**config.mk**
```make
export PLATFORM = sky130hd
export DESIGN_NAME = mem_stage
export DESIGN_NICKNAME = d
export VERILOG_FILES = /design/src/rtl/mem_stage.sv
export SDC_FILE = /design/constraint.sdc
export NUM_CORES = 1
export LEC_CHECK = 0
export ABC_AREA = 1
export CORE_MARGIN = 2
export CORE_UTILIZATION = 46
export DETAILED_ROUTE_END_ITERATION = 16
export PLACE_DENSITY = 0.89
export SETUP_SLACK_MARGIN = 0.3
export SLEW_MARGIN = 20
export SYNTH_ARGS = -nofsm -noshare
export SYNTH_HDL_FRONTEND = slang
export SYNTH_SLANG_ARGS = --single-unit
```
**constraint.sdc**
```tcl
create_clock -name iClk -period 4.2 [get_ports iClk]
set_clock_uncertainty 0.2 [all_clocks]
set_input_delay 0.84 -clock iClk [delete_from_list [all_inputs] [get_ports iClk]]
set_output_delay 0.84 -clock iClk [all_outputs]
set_load 0.005 [all_outputs]
```
**src/rtl/mem_stage.sv**
```systemverilog
`default_nettype none
// mem_stage: pipeline MEM stage with a req/gnt/rvalid data bus, MEM/WB register, EX forwarding and
// WB-stall result buffer. Optional define MEM_MISALIGN_TRAP_EN adds the oMisalign trap. Rev 1.0
module mem_stage #(
  parameter int REG_WIDTH      = 32,
  parameter int REG_ADDR_WIDTH = 5
) (
  input  logic                      iClk,
  input  logic                      iRst,
  input  logic                      iStall,
  input  logic                      iValid,
  input  logic                      iMemRead,
  input  logic                      iMemWrite,
  input  logic [2:0]                iFunc3,
  input  logic                      iRegWrite,
  input  logic [REG_ADDR_WIDTH-1:0] iRd,
  input  logic [REG_WIDTH-1:0]      iAddr,
  input  logic [REG_WIDTH-1:0]      iStoreData,
  output logic                      oReq,
  output logic                      oWe,
  output logic [REG_WIDTH-1:0]      oAddr,
  output logic [REG_WIDTH-1:0]      oWData,
  output logic [3:0]                oBe,
  input  logic                      iGnt,
  input  logic                      iRValid,
  input  logic [REG_WIDTH-1:0]      iRData,
  output logic                      oStallReq,
  output logic                      oWbValid,
  output logic                      oWbRegWrite,
  output logic [REG_ADDR_WIDTH-1:0] oWbRd,
  output logic [REG_WIDTH-1:0]      oWbData,
  output logic [REG_WIDTH-1:0]      oFwMe,
  output logic [REG_ADDR_WIDTH-1:0] oFwMeRd,
  output logic                      oFwMeEn
`ifdef MEM_MISALIGN_TRAP_EN
  ,
  output logic                      oMisalign
`endif
);

  localparam logic [1:0] S_IDLE   = 2'd0;
  localparam logic [1:0] S_REQ    = 2'd1;
  localparam logic [1:0] S_WAIT_R = 2'd2;
  localparam logic [1:0] S_HOLD   = 2'd3;

  logic [1:0]           state, state_nxt;
  logic                 memop, memop_eff, is_byte, is_half, mis;
  logic                 req, complete, capture, stall_req;
  logic [1:0]           lane_shift;
  logic [3:0]           be;
  logic [REG_WIDTH-1:0] wdata, shifted, load_data, mem_result, buf_data;
  logic                 mis_q;

  assign memop   = iValid & (iMemRead | iMemWrite);
  assign is_byte = (iFunc3[1:0] == 2'b00);
  assign is_half = (iFunc3[1:0] == 2'b01);

`ifdef MEM_MISALIGN_TRAP_EN
  assign mis = memop & ((is_half & iAddr[0]) | (!is_byte && !is_half && (iAddr[1:0] != 2'b00)));
`else
  assign mis = 1'b0;
`endif
  assign memop_eff = memop & ~mis;

  // Halves only look at addr[1] and words are forced aligned, so odd offsets never shift past a lane.
  always_comb begin
    lane_shift = 2'b00;
    be         = 4'hF;
    wdata      = iStoreData;
    if (is_byte) begin
      lane_shift = iAddr[1:0];
      be         = 4'b0001 << iAddr[1:0];
      wdata      = {4{iStoreData[7:0]}};
    end else if (is_half) begin
      lane_shift = {iAddr[1], 1'b0};
      be         = 4'b0011 << {iAddr[1], 1'b0};
      wdata      = {2{iStoreData[15:0]}};
    end
  end

  assign shifted = iRData >> {lane_shift, 3'b000};

  always_comb begin
    case (iFunc3)
      3'b000:  load_data = {{24{shifted[7]}}, shifted[7:0]};
      3'b001:  load_data = {{16{shifted[15]}}, shifted[15:0]};
      3'b100:  load_data = {24'd0, shifted[7:0]};
      3'b101:  load_data = {16'd0, shifted[15:0]};
      default: load_data = shifted;
    endcase
  end

  always_ff @(posedge iClk or posedge iRst) begin
    if (iRst) state <= S_IDLE;
    else      state <= state_nxt;
  end

  always_comb begin
    state_nxt = state;
    case (state)
      S_IDLE: begin
        if (memop_eff && !iStall) begin
          if (!iGnt)           state_nxt = S_REQ;
          else if (!iMemWrite) state_nxt = S_WAIT_R;
        end
      end
      S_REQ: begin
        if (iGnt) begin
          if (!iMemWrite)  state_nxt = S_WAIT_R;
          else if (iStall) state_nxt = S_HOLD;
          else             state_nxt = S_IDLE;
        end
      end
      S_WAIT_R: begin
        if (iRValid) state_nxt = iStall ? S_HOLD : S_IDLE;
      end
      default: begin
        if (!iStall) state_nxt = S_IDLE;
      end
    endcase
  end

  always_comb begin
    req        = 1'b0;
    complete   = 1'b0;
    capture    = 1'b0;
    mem_result = iAddr;
    case (state)
      S_IDLE: begin
        req      = memop_eff & ~iStall;
        complete = memop_eff & ~iStall & iGnt & iMemWrite;
      end
      S_REQ: begin
        req      = 1'b1;
        complete = iGnt & iMemWrite & ~iStall;
        capture  = iGnt & iMemWrite & iStall;
      end
      S_WAIT_R: begin
        mem_result = load_data;
        complete   = iRValid & ~iStall;
        capture    = iRValid & iStall;
      end
      default: begin
        mem_result = buf_data;
        complete   = ~iStall;
      end
    endcase
    stall_req = ((state == S_IDLE) ? memop_eff : 1'b1) & ~complete;
  end

  // Comb outputs are gated during reset so every output reads 0 while iRst is high.
  assign oReq      = req & ~iRst;
  assign oStallReq = stall_req & ~iRst;
  assign oWe       = oReq & iMemWrite;
  assign oAddr     = oReq ? {iAddr[REG_WIDTH-1:2], 2'b00} : '0;
  assign oBe       = oReq ? be : 4'h0;
  assign oWData    = oWe ? wdata : '0;

  always_ff @(posedge iClk or posedge iRst) begin
    if (iRst)         buf_data <= '0;
    else if (capture) buf_data <= mem_result;
  end

  always_ff @(posedge iClk or posedge iRst) begin
    if (iRst) begin
      oWbValid    <= 1'b0;
      oWbRegWrite <= 1'b0;
      oWbRd       <= '0;
      oWbData     <= '0;
      mis_q       <= 1'b0;
    end else if (!iStall) begin
      if (complete) begin
        oWbValid    <= 1'b1;
        oWbRegWrite <= iRegWrite & ~iMemWrite;
        oWbRd       <= iRd;
        oWbData     <= mem_result;
        mis_q       <= 1'b0;
      end else if (state == S_IDLE && iValid && !memop_eff) begin
        oWbValid    <= 1'b1;
        oWbRegWrite <= iRegWrite & ~mis;
        oWbRd       <= iRd;
        oWbData     <= iAddr;
        mis_q       <= mis;
      end else begin
        oWbValid    <= 1'b0;
        oWbRegWrite <= 1'b0;
        mis_q       <= 1'b0;
      end
    end
  end

  assign oFwMe   = oWbData;
  assign oFwMeRd = oWbRd;
  assign oFwMeEn = oWbValid & oWbRegWrite & (oWbRd != '0);

`ifdef MEM_MISALIGN_TRAP_EN
  assign oMisalign = mis_q;
`else
  logic unused_mis;
  assign unused_mis = mis_q;
`endif

endmodule
`default_nettype wire

```
Yosys cells after proc, flatten, opt, wreduce, memory -nomap -nowiden

Cells that the tools add are included.
W data, S select, Z words.

Add/sub/neg operators: 0
Multiply operators: 0
Div/mod/pow operators: 0
Order comparisons: 0
Eq/ne operators: 11
Shift-type cells: 3
Mux-type cells: 32
Bitwise logic cells: 21
Reductions and logical operators: 13

Operators with widths:

| kind                  | number |
|---|---|
| $mux W32              | 6 |
| $pmux W32 S4          | 1 |
| $pmux W32 S2          | 1 |
| $shr A32 B5 Y32       | 1 |
| $mux W2               | 10 |
| $and A1 B1 Y1         | 16 |
| $mux W4               | 3 |
| $mux W5               | 2 |
| $eq A3 B3 Y1 const B  | 2 |
| $ne A2 B2 Y1 const B  | 3 |
| $pmux W2 S3           | 1 |
| $mux W1               | 5 |
| $reduce_and A5 Y1     | 1 |
| $reduce_bool A5 Y1    | 1 |
| $eq A2 B1 Y1 const B  | 2 |
| $logic_not A2 Y1      | 2 |
| $ne A4 B1 Y1 const B  | 1 |
| $not A1 Y1            | 4 |
| $pmux W1 S2           | 2 |
| $shl A1 B2 Y4 const A | 1 |
| $shl A2 B2 Y4 const A | 1 |
| $eq A3 B1 Y1 const B  | 1 |
| $logic_and A1 B1 Y1   | 3 |
| $logic_not A3 Y1      | 1 |
| other kinds (8)       | 9 |

Bits in registers: 73
Bits in latches: 0
Memory bits (writable): 0
Bits in read-only memories: 0
Input port bits: 113
Output and inout bits: 148
Logic and storage cells: 86
Memories kept: 0

Depth between registers and ports, before layout

Depth after elaboration: 9
Gate-level depth with buffers: 15

Worst setup path after synthesis

No wires, ideal clock.

Path type: input port to output port
Start: in iStall
End: out oWData[26]
Arrival time: 1985 ps
Data required time: 3160 ps
Slack: 1175 ps
Stages: 7
Path buffers: 2
Path through: clkbuf_1 -> inv_1 -> nand2_1 -> a211oi_2 -> nand2_1 -> clkbuf_1 -> a21oi_1

Longest elaborated chain between the ends: 6

RTL lines:

| item                 | line | source |
|---|---|---|
| from (decl)          | 10   | `input logic iStall,` |
| $not A1 Y1 (no line) | --   |  |
| $and A1 B1 Y1        | 130  | `req = memop_eff & ~iStall;` |
| $pmux W1 S2          | 128  | `case (state)` |
| $and A1 B1 Y1        | 152  | `assign oReq = req & ~iRst;` |
| named net oReq       | 19   | `output logic oReq,` |
| $and A1 B1 Y1        | 154  | `assign oWe = oReq & iMemWrite;` |
| $mux W32             | 157  | `assign oWData = oWe ? wdata : '0;` |
| to (decl)            | 22   | `output logic [REG_WIDTH-1:0] oWData,` |

The timed path passes the listed nets, and every way through them passes these cells.

Final worst setup path

Start: in iValid
End: out oBe[3]

Longest elaborated chain between the ends: 5

RTL lines:

| item          | line | source |
|---|---|---|
| from (decl)   | 11   | `input logic iValid,` |
| $and A1 B1 Y1 | 54   | `assign memop = iValid & (iMemRead \| iMemWrite);` |
| $and A1 B1 Y1 | 130  |  |
| $pmux W1 S2   | 128  |  |
| $and A1 B1 Y1 | 152  |  |
| $mux W4       | 156  | `assign oBe = oReq ? be : 4'h0;` |
| to (decl)     | 23   | `output logic [3:0] oBe,` |

No other way between the ends.

==> results.tsv <==
stage	metric	value	unit
setup_path	critPathKind	input port to primary output	
timing	maxSlewViolCount	0	
setup_path	reg2regPathDepth	11	
global_route	track_usage	27.9	%
clock_tree	htreeDepth	3	
timing	fmax	254	MHz
floorplanning	core-area	0.0121	mm²
drt	drt.antenna.violating_nets	0	
timing	relSlewSlack	25.7	%
power	p_sw	1.86	mW
setup_path	start_kind	input port	
power	switching_share	40.3	%
setup_path	worstPathArrival	2890	ps
clock_tree	cts_buffers	9	
synth	avgSynthCellArea	6.21	µm²
timing	setup_tns	0	ps
final_layout	final_common_cell	nand2_1	
job	drv_cap	0	
clock_tree	tritoncts	yes	
final_layout	drive_gt1_share	8.87	%
timing	finalCritPeriodShare	93.7	%
final_layout	antenna_cells_inserted	0	
clock_tree	clk_latency	340	ps
setup_path	crit_start	iValid	
drt	dr.first_iter.drc_count	430	
place	port-buffer-count	258	
drt	drc	0	
synth	ys_seq_area_share	31.9	%
setup_path	endpoint_kind	primary output	
synth	synth_area	0.00573	mm²
clock_tree	hold_buffers	0	
synth	ys_ff_latch	73	
hold_path	min_path_type	flop to flop	
clock_tree	cts.sinks	73	
floorplanning	die_w	116	µm
power	leakage	4.83	nW
hold_path	holdPathEnd	buf_data[24]$_DFFE_PP0P_	
global_route	grt_first_pass_wirelength	29.5	mm
drt	vias_per_cell	5.11	
drt	drt_pass1_iterations	5	
setup_path	cp_max_fo	3	
timing	grt_setup_unrepaired	yes	
floorplanning	initial_utilization	47.3	%
final_layout	nets	1251	
drt	drt_wl_total	19.7	mm
global_route	grt_max_degree	66	
floorplanning	fp.dieH	116	µm
setup_path	worst_ep_required_time	3160	ps
timing	hold_violations	0	
global_route	grt_pass1_vias	6170	
floorplanning	io_pins	261	
final_layout	mostFrequentLayoutCells	nand2_1 (258), clkdlybuf4s50_1 (214), nor2_1 (161)	
floorplanning	row_count	40	
drt	num_vias	6677	
clock_tree	clkTransAtPathRegs	60	ps
power	intPower	2.75	mW
power	vdd_drop_max	0.000261	V
timing	hold_slack	284	ps
drt	wire_per_inst	15.1	µm
power	power_frac_seq	26.9	%
setup_path	r2r_start	state[0]$_DFFE_PP0P_	
synth	synth_warnings	0	
hold_path	min-delay-start	buf_data[24]$_DFFE_PP0P_	
floorplanning	die_area	0.0134	mm²
synth	synth.distinct_cells	33	
hold_path	min_path_cells	2	
final_layout	fillCellCount	982	
status	outcome	complete, no violations	
setup_path	regToRegEndpoint	oFwMe[0]$_DFFE_PP0P_	
global_route	antenna_found_initial	0	
power	p_per_area	530	mW/mm²
global_route	grt.overflow.total	0	
synth	synthCells	924	
timing	tightest_slew	1110	ps
power	p_comb_share	57.6	%
clock_tree	root_buffer	clkbuf_16	
setup_path	regToRegSetupSlack	1510	ps
place	post-dp-hpwl	14.3	mm
timing	fin_crit	3930	ps
final_layout	syn2layout_area_growth	51.7	%
final_layout	post-route-util	71.8	%
place	place_congestion	0.937	
timing	setup-violations-final	0	
clock_tree	cts_buffer_depth	2	
power	power_frac_clock	15.5	%
[logic make-up (layout without fill, tap and decap cells)]
family,count (synthesis),in the layout,synth area share [%]
AO/OA/AOI/OAI,163,163,14.8
adder cells (fa/ha/maj),4,4,0.873
buffers and inverters,168,382,14.8
flip-flops,73,73,31.9
other,1,2,0.0654
AND/OR/NAND/NOR,515,515,37.6
[registers in the layout (all words and copies together), names as in the netlist]
signal       flops
oFwMe           32
buf_data        32
oWbValid         1
state            2
oWbRegWrite      1
oFwMeRd          5
[worst max-delay path by stage]
stage / end / slack (ps) / cells past startpoint
detailed placement: oAddr[16] / 130 / 8
global route: oBe[3] / 210 / 8
floorplan: oWData[26] / 1180 / 7
CTS: oWData[31] / 250 / 8
finish: oBe[3] / 270 / 8
global placement: oWData[24] / 160 / 8
[timing repair]
item                                    4_1_cts  5_1_grt
resized for setup                             8       48
setup buffers                                 2        9
endpoints found under the setup margin       37       64
gates cloned                                  0        3
pin swaps                                     2        2
[final cells by class]
class,count,area [µm²],share of cell area (%)
multi-input cells,684,3110,35.7
well taps,168,210,2.42
clock inverters,6,42.5,0.489
repair buffers,291,3000,34.4
flip-flops and latches,73,1830,21.0
clock buffers,10,229,2.63
inverters,75,285,3.28
[critical path, cell delays in order]
cell,delay [ps]
clkdlybuf4s50_1,500
o21a_1,160
nand2_2,80
a211oi_4,320
buf_4,190
o21ai_0,120
a21oi_1,150
clkdlybuf4s50_1,540
[synth_stat cells (all sizes together)]
library cell	number	share of area [%]
nand2	264	17
o21ai	72	6.3
a221oi	3	0.46
o311ai	1	0.15
buf	62	7.8
or3	1	0.11
ha	4	0.87
dfrtp	73	32
inv	75	5.0
nor2	164	11
or2	33	3.6
a211oi	2	0.35
o211ai	2	0.26
conb	1	0.065
nand4	1	0.11
nand3	50	4.9
nor3	2	0.17
clkbuf	31	2.0
o21a	1	0.13
a21oi	82	7.2
[layer usage]
layer	vias up	wire (µm)	global-route usage [%]
met5	-	0	0
met4	0	449	8.81
met3	30	1350	5.96
met2	283	10100	50.6
met1	3082	7800	33.0
li1	3282	-	-
[metrics by stage]
| step | instances | total power [mW] | cell area, µm² | setup slack (ps) |
|---|---|---|---|---|
| after floorplan | 925 | 2.78 | 5740 | 1180 |
| after global placement | 1277 | 3.75 | 8140 | 163 |
| after detailed placement | 1277 | 3.84 | 8140 | 130 |
| after CTS | 1295 | 4.58 | 8440 | 255 |
| after global routing | 1307 | 4.97 | 8700 | 207 |
| final | 1307 | 4.61 | 8700 | 265 |
[power groups by stage]
| stage | sequential (mW) | clock, mW | combinational, mW |
|---|---|---|---|
| after floorplan | 1.21 | 0 | 1.57 |
| after global placement | 1.23 | 0 | 2.52 |
| after detailed placement | 1.24 | 0 | 2.59 |
| after CTS | 1.24 | 0.719 | 2.62 |
| after global routing | 1.28 | 0.742 | 2.95 |
| final | 1.24 | 0.716 | 2.66 |
No activity file was read; power rests on OpenSTA's default activity.
